## src/rtl/strobe_capture_fifo.sv

```systemverilog
// strobe_capture_fifo
//   Captures strobed samples with a free-running timestamp into a circular
//   FIFO with first-word-fall-through output. When the FIFO is full, samples
//   are dropped and counted. Once space returns, a single marker record
//   carrying the drop count is queued, so the downstream file-writer can see
//   exactly where data was lost.
//
// Handshake: a record moves downstream in every cycle where out_valid and
//   out_ready are both high at the rising clock edge. out_valid only depends
//   on occupancy and never on out_ready. out_ready has no effect while
//   out_valid is low.
//
// Ports
//   clk          single clock, all state updates on posedge
//   rst          asynchronous, active-high reset
//   sample_en    capture request this cycle
//   sample_data  value to capture
//   out_ready    downstream accepts the head record
//   out_valid    head record present (level != 0)
//   out_data     head data, or drop count when out_mark is set
//   out_tag      timestamp of the head record
//   out_mark     head is a drop-marker record
//   level        current occupancy, 0..DEPTH
//   overflow     sticky, set on the first dropped sample, cleared only by rst
//   dbg_state_o  FSM state for observation: 0 = CAPTURE, 1 = DROPPING
module strobe_capture_fifo #(
   parameter int WIDTH = 8,
   parameter int DEPTH = 16,
   parameter int TAG_W = 16
) (
   input  logic                   clk,
   input  logic                   rst,
   input  logic                   sample_en,
   input  logic [WIDTH-1:0]       sample_data,
   input  logic                   out_ready,
   output logic                   out_valid,
   output logic [WIDTH-1:0]       out_data,
   output logic [TAG_W-1:0]       out_tag,
   output logic                   out_mark,
   output logic [$clog2(DEPTH):0] level,
   output logic                   overflow,
   output logic                   dbg_state_o
);

   localparam int AW = $clog2(DEPTH);
   localparam int LW = AW + 1;

   typedef enum logic {
      CAPTURE  = 1'b0,
      DROPPING = 1'b1
   } state_t;

   // Record storage. Never reset: every read is masked while the FIFO is empty.
   logic [WIDTH-1:0] data_mem [DEPTH];
   logic [TAG_W-1:0] tag_mem  [DEPTH];
   logic             mark_mem [DEPTH];

   state_t           state_q;
   logic [TAG_W-1:0] ts_q;
   logic [AW-1:0]    wr_ptr_q;
   logic [AW-1:0]    rd_ptr_q;
   logic [LW-1:0]    level_q;
   logic [LW-1:0]    level_d;
   logic [WIDTH-1:0] drop_cnt_q;
   logic [WIDTH-1:0] drop_cnt_d;
   logic             overflow_q;

   logic             pop;
   logic             has_space;
   logic             push;
   logic             push_mark;
   logic [WIDTH-1:0] push_data;

   assign pop = (level_q != '0) && out_ready;

   // A full FIFO still has room this cycle if the head leaves at the same edge.
   assign has_space = (level_q != LW'(DEPTH)) || pop;

   // Count including this cycle's sample. In DROPPING it is either
   // registered (still no space) or written into the marker (space).
   always_comb begin
      drop_cnt_d = drop_cnt_q;
      if (sample_en && (drop_cnt_q != '1)) begin
         drop_cnt_d = drop_cnt_q + WIDTH'(1);
      end
   end

   // Push selection. In DROPPING the marker always wins, and a sample
   // arriving in the same cycle is only counted.
   always_comb begin
      push      = 1'b0;
      push_mark = 1'b0;
      push_data = sample_data;
      unique case (state_q)
         CAPTURE: begin
            if (sample_en && has_space) begin
               push = 1'b1;
            end
         end
         DROPPING: begin
            if (has_space) begin
               push      = 1'b1;
               push_mark = 1'b1;
               push_data = drop_cnt_d;
            end
         end
         default: begin
            push = 1'b0;
         end
      endcase
   end

   always_comb begin
      unique case ({push, pop})
         2'b10:   level_d = level_q + LW'(1);
         2'b01:   level_d = level_q - LW'(1);
         default: level_d = level_q;
      endcase
   end

   always_ff @(posedge clk) begin
      if (push) begin
         data_mem[wr_ptr_q] <= push_data;
         tag_mem[wr_ptr_q]  <= ts_q;
         mark_mem[wr_ptr_q] <= push_mark;
      end
   end

   // Control FSM, timestamp, pointers and sticky flag.
   always_ff @(posedge clk or posedge rst) begin
      if (rst) begin
         state_q    <= CAPTURE;
         ts_q       <= '0;
         wr_ptr_q   <= '0;
         rd_ptr_q   <= '0;
         level_q    <= '0;
         drop_cnt_q <= '0;
         overflow_q <= 1'b0;
      end else begin
         ts_q    <= ts_q + TAG_W'(1);
         level_q <= level_d;
         if (push) begin
            wr_ptr_q <= wr_ptr_q + AW'(1);
         end
         if (pop) begin
            rd_ptr_q <= rd_ptr_q + AW'(1);
         end
         unique case (state_q)
            CAPTURE: begin
               if (sample_en && !has_space) begin
                  state_q    <= DROPPING;
                  drop_cnt_q <= WIDTH'(1);
                  overflow_q <= 1'b1;
               end
            end
            DROPPING: begin
               if (has_space) begin
                  state_q <= CAPTURE;
               end else begin
                  drop_cnt_q <= drop_cnt_d;
               end
            end
            default: begin
               state_q <= CAPTURE;
            end
         endcase
      end
   end

   assign out_valid   = (level_q != '0);
   assign out_data    = out_valid ? data_mem[rd_ptr_q] : '0;
   assign out_tag     = out_valid ? tag_mem[rd_ptr_q]  : '0;
   assign out_mark    = out_valid ? mark_mem[rd_ptr_q] : 1'b0;
   assign level       = level_q;
   assign overflow    = overflow_q;
   assign dbg_state_o = (state_q == DROPPING);

endmodule

```

## config.mk

```make
export PLATFORM = sky130hd
export DESIGN_NAME = strobe_capture_fifo
export DESIGN_NICKNAME = d
export VERILOG_FILES = /design/src/rtl/strobe_capture_fifo.sv
export SDC_FILE = /design/constraint.sdc
export NUM_CORES = 1
export LEC_CHECK = 0
export BUFFER_PORTS_ARGS = -buffer_cell sky130_fd_sc_hd__buf_2
export CORE_MARGIN = 4
export CORE_UTILIZATION = 45
export CTS_BUF_LIST = sky130_fd_sc_hd__clkbuf_8
export CTS_CLUSTER_SIZE = 30
export DETAILED_ROUTE_END_ITERATION = 12
export GPL_TIMING_DRIVEN = 0
export PLACE_DENSITY_LB_ADDON = 0.12
export SETUP_SLACK_MARGIN = 0.3
export SLEW_MARGIN = 20
export SYNTH_ARGS = -nofsm -noshare
export SYNTH_HDL_FRONTEND = slang
export SYNTH_SLANG_ARGS = --single-unit
```

## constraint.sdc

```tcl
create_clock -name clk -period 2.9 [get_ports clk]
set_input_delay 0.435 -clock clk [delete_from_list [all_inputs] [get_ports clk]]
set_output_delay 0.435 -clock clk [all_outputs]
set_load 0.02 [all_outputs]
```

==> impl_metrics.ini <==
[yosys]
synthMuxAreaShare_pct = 16.06
yosys_warnings = 0
synth_edf_count = 400
synth_top_area_share_pct = 68.76
synth_fa_ha_area_share_pct = 0.7162
syn-cell-area_um2 = 17470
synth-main-ff-cell = edfxtp_1
async_flop_share_pct = 8.884
synth_fp_nets = 882
synth_compound_area_share_pct = 2.815
synth_cell_types = 55
ys_seq_area_share_pct = 74.34
syn_inst = 860
synth_area_per_cell_um2 = 20.31
synth-simple-area-share_pct = 3.130
synth_largest_area_cell = edfxtp_1
synth-xor-area-share_pct = 1.504
synthTopCellsByArea = edfxtp_1 69%, mux4_2 13%, dfrtp_1 5.6%
ys_ff_latch = 439
synth_top_family_by_area = multiplexers

[global_route]
first_global_vias = 9192
antenna_found_initial = 0
grt-ovfl-total = 0
grt_usage_pct = 19.31
grt_pass1_wl_um = 59070
grt_max_degree = 28

[floorplan]
die_w_um = 205.0
start_util_pct = 45.95
dieArea_um2 = 42040
core_um2 = 38020
rows = 71
die_y_um = 205.0
io_pins = 45

[clocking]
clockBufferDepth = 3
cts_root_buf = clkbuf_8
cts_tree = built
clk_pin_slew_worst_paths_ns = 0.06
clk_latency_ns = 0.59
clock_sinks = 439
cts-htree-levels = 3
cts_buffers = 71

[route]
postRouteAntennaNets = 0
viasPerCell = 5.542
drt_first_iter_violations = 794
wl_per_cell_um = 24.76
vias = 8923
routed_wl_um = 39860
drtPass1Iterations = 5
drc = 0

[setup_path]
crit_path_end_kind = output port
path_common_cell = buf_12
critPathTopFamily = multiplexers
path_class = flip-flop to output port
worstPathArrival_ns = 2.41
critPathLaunch = rd_ptr_q[0]
path_buf_inv = 4
crit_chain = buf_12 > buf_4 > buf_12 > mux4_2 > mux2i_2 > o22ai_2 > buf_6
crit_fanout = 5
crit_slowest_cell = mux4_2
r2r-start = level[1]
cp_slowest_stage_delay_ns = 0.51
cp-start-kind = flip-flop
required_ns = 2.47

[placement]
dpl.hpwl_um = 24750
io_buffers = 43
globalplace.congestion = 0.7689
place_ws_ns = 0.05989
placed_cells = 1441

[timing]
setup_viol = 0
fmax_mhz = 351.2
fin_crit_ns = 2.847
fin_ws_ns = 0.05274
fin_crit_sh_pct = 98.18
skew_ns = 0.02829
whs_ns = 0.2142
max_slew_margin_pct = 54.97
rsz0062_at_grt = yes
tightest_slew_ns = 0.6754
drv_slew = 0
hold_viol = 0

[layout]
antenna_cells = 0
drive_above_1_share_pct = 36.12
stdcell_count = 1610
area_growth_pct = 21.94
layout.nets = 1069
layout_common_cells = 400 x edfxtp_1, 100 x mux4_2, 80 x clkbuf_8
fillCellCount = 2985
layout_commonest_cell = edfxtp_1

[power]
ir_drop_mv = 0.4647
power_density_nw_per_um2 = 960.4
p_leak_nw = 7.293

[hold_path]
hold_start = sample_en
min_path_type = input pin to flip-flop

[run_status]
outcome = finished, final reports clean

[flow_run]
cap_violations = 0
## cell type report
| class | count | area [µm²] | area share (%) |
|---|---|---|---|
| plain buffers | 44 | 488.0 | 2.291 |
| clock buffers | 75 | 1032 | 4.846 |
| clock inverters | 50 | 231.5 | 1.087 |
| inverters | 10 | 37.54 | 0.1762 |
| multi-input cells | 367 | 4533 | 21.28 |
| flip-flops and latches | 439 | 12990 | 60.99 |
| well taps | 511 | 639.4 | 3.001 |
| repair buffers | 114 | 1348 | 6.326 |
## final timing paths
| path | end | slack (ns) | cells past startpoint |
|---|---|---|---|
| setup reg to reg | level[4] | 0.35 | 10 |
| setup / recovery | out_tag[12] | 0.05 | 7 |
| min in group asynchronous | dbg_state_o | 0.35 | 3 |
| max in group asynchronous | rd_ptr_q[0] | 2.03 | 4 |
| hold reg to reg | overflow | 0.47 | 1 |
| hold / removal | overflow | 0.21 | 3 |
## kinds of logic after synthesis
logic type / after synthesis
compound gates: 71
xor+xnor: 30
fa+ha+maj: 10
buf+inv: 54
flops: 439
mux: 155
simple gates: 101
## power by group
part,internal [mW],switching (mW)
Clock,2.47,2.32
Combinational,3.82,4.07
Sequential,7.56,0.216
Total,13.9,6.61
## cells in the mapped netlist, types with 8 or more instances
library cell,count
edfxtp_1,400
mux4_2,100
mux2i_1,53
dfrtp_1,39
nand2_1,26
o22ai_1,25
xnor2_1,19
buf_2,18
nor2_1,18
o21ai_0,17
clkbuf_1,13
nor3_1,13
xor2_1,11
ha_1,10
inv_1,10
nand3_1,10
nand4_1,8
## metrics by stage
| stage | total power, mW | util (%) | area, µm² | TNS, ns |
|---|---|---|---|---|
| floorplan | 11.93 | - | 17520 | 0 |
| global placement | 13.83 | 48.33 | 18380 | -426.12 |
| detailed placement | 14.17 | 49.94 | 18990 | 0 |
| CTS | 20.14 | 55.10 | 20950 | 0 |
| global route | 21.43 | 56.03 | 21300 | -0.5647 |
| finish | 20.46 | 56.03 | 21300 | 0 |
## state kept, by name, indices dropped and copies added (netlist names), 4 cells and up
| signal | count |
|---|---|
| tag_mem | 256 |
| data_mem | 128 |
| ts_q | 16 |
| drop_cnt_q | 8 |
| wr_ptr_q | 4 |
| rd_ptr_q | 4 |
| level | 5 |
| mark_mem | 16 |
## per-layer routing
metal  vias to the layer above  wire length (µm)  global-route usage [%]  share of wire, %
met1                      4701             18170                   28.02                46
met4                         0               669                   5.622               1.7
met3                        50              1951                   3.514               4.9
met2                       241             19070                   30.37                48
met5                         -                 0                       0                 0
li1                       3931                 -                       -                 -
## worst min-delay path: stages
cell      delay, ns
buf_2          0.16
nand3_1        0.11
o21bai_1       0.07
## what timing repair did
action | CTS | global route
gates resized for setup | 128 | 34
pin swaps | 13 | 14
hold endpoints to repair | 12 | 0
endpoints found under the setup margin | 26 | 72
hold buffers | 1 | 0
cloned | 5 | 3
setup buffers | 19 | 16
Note: power is estimated with default switching activity, not from simulation.
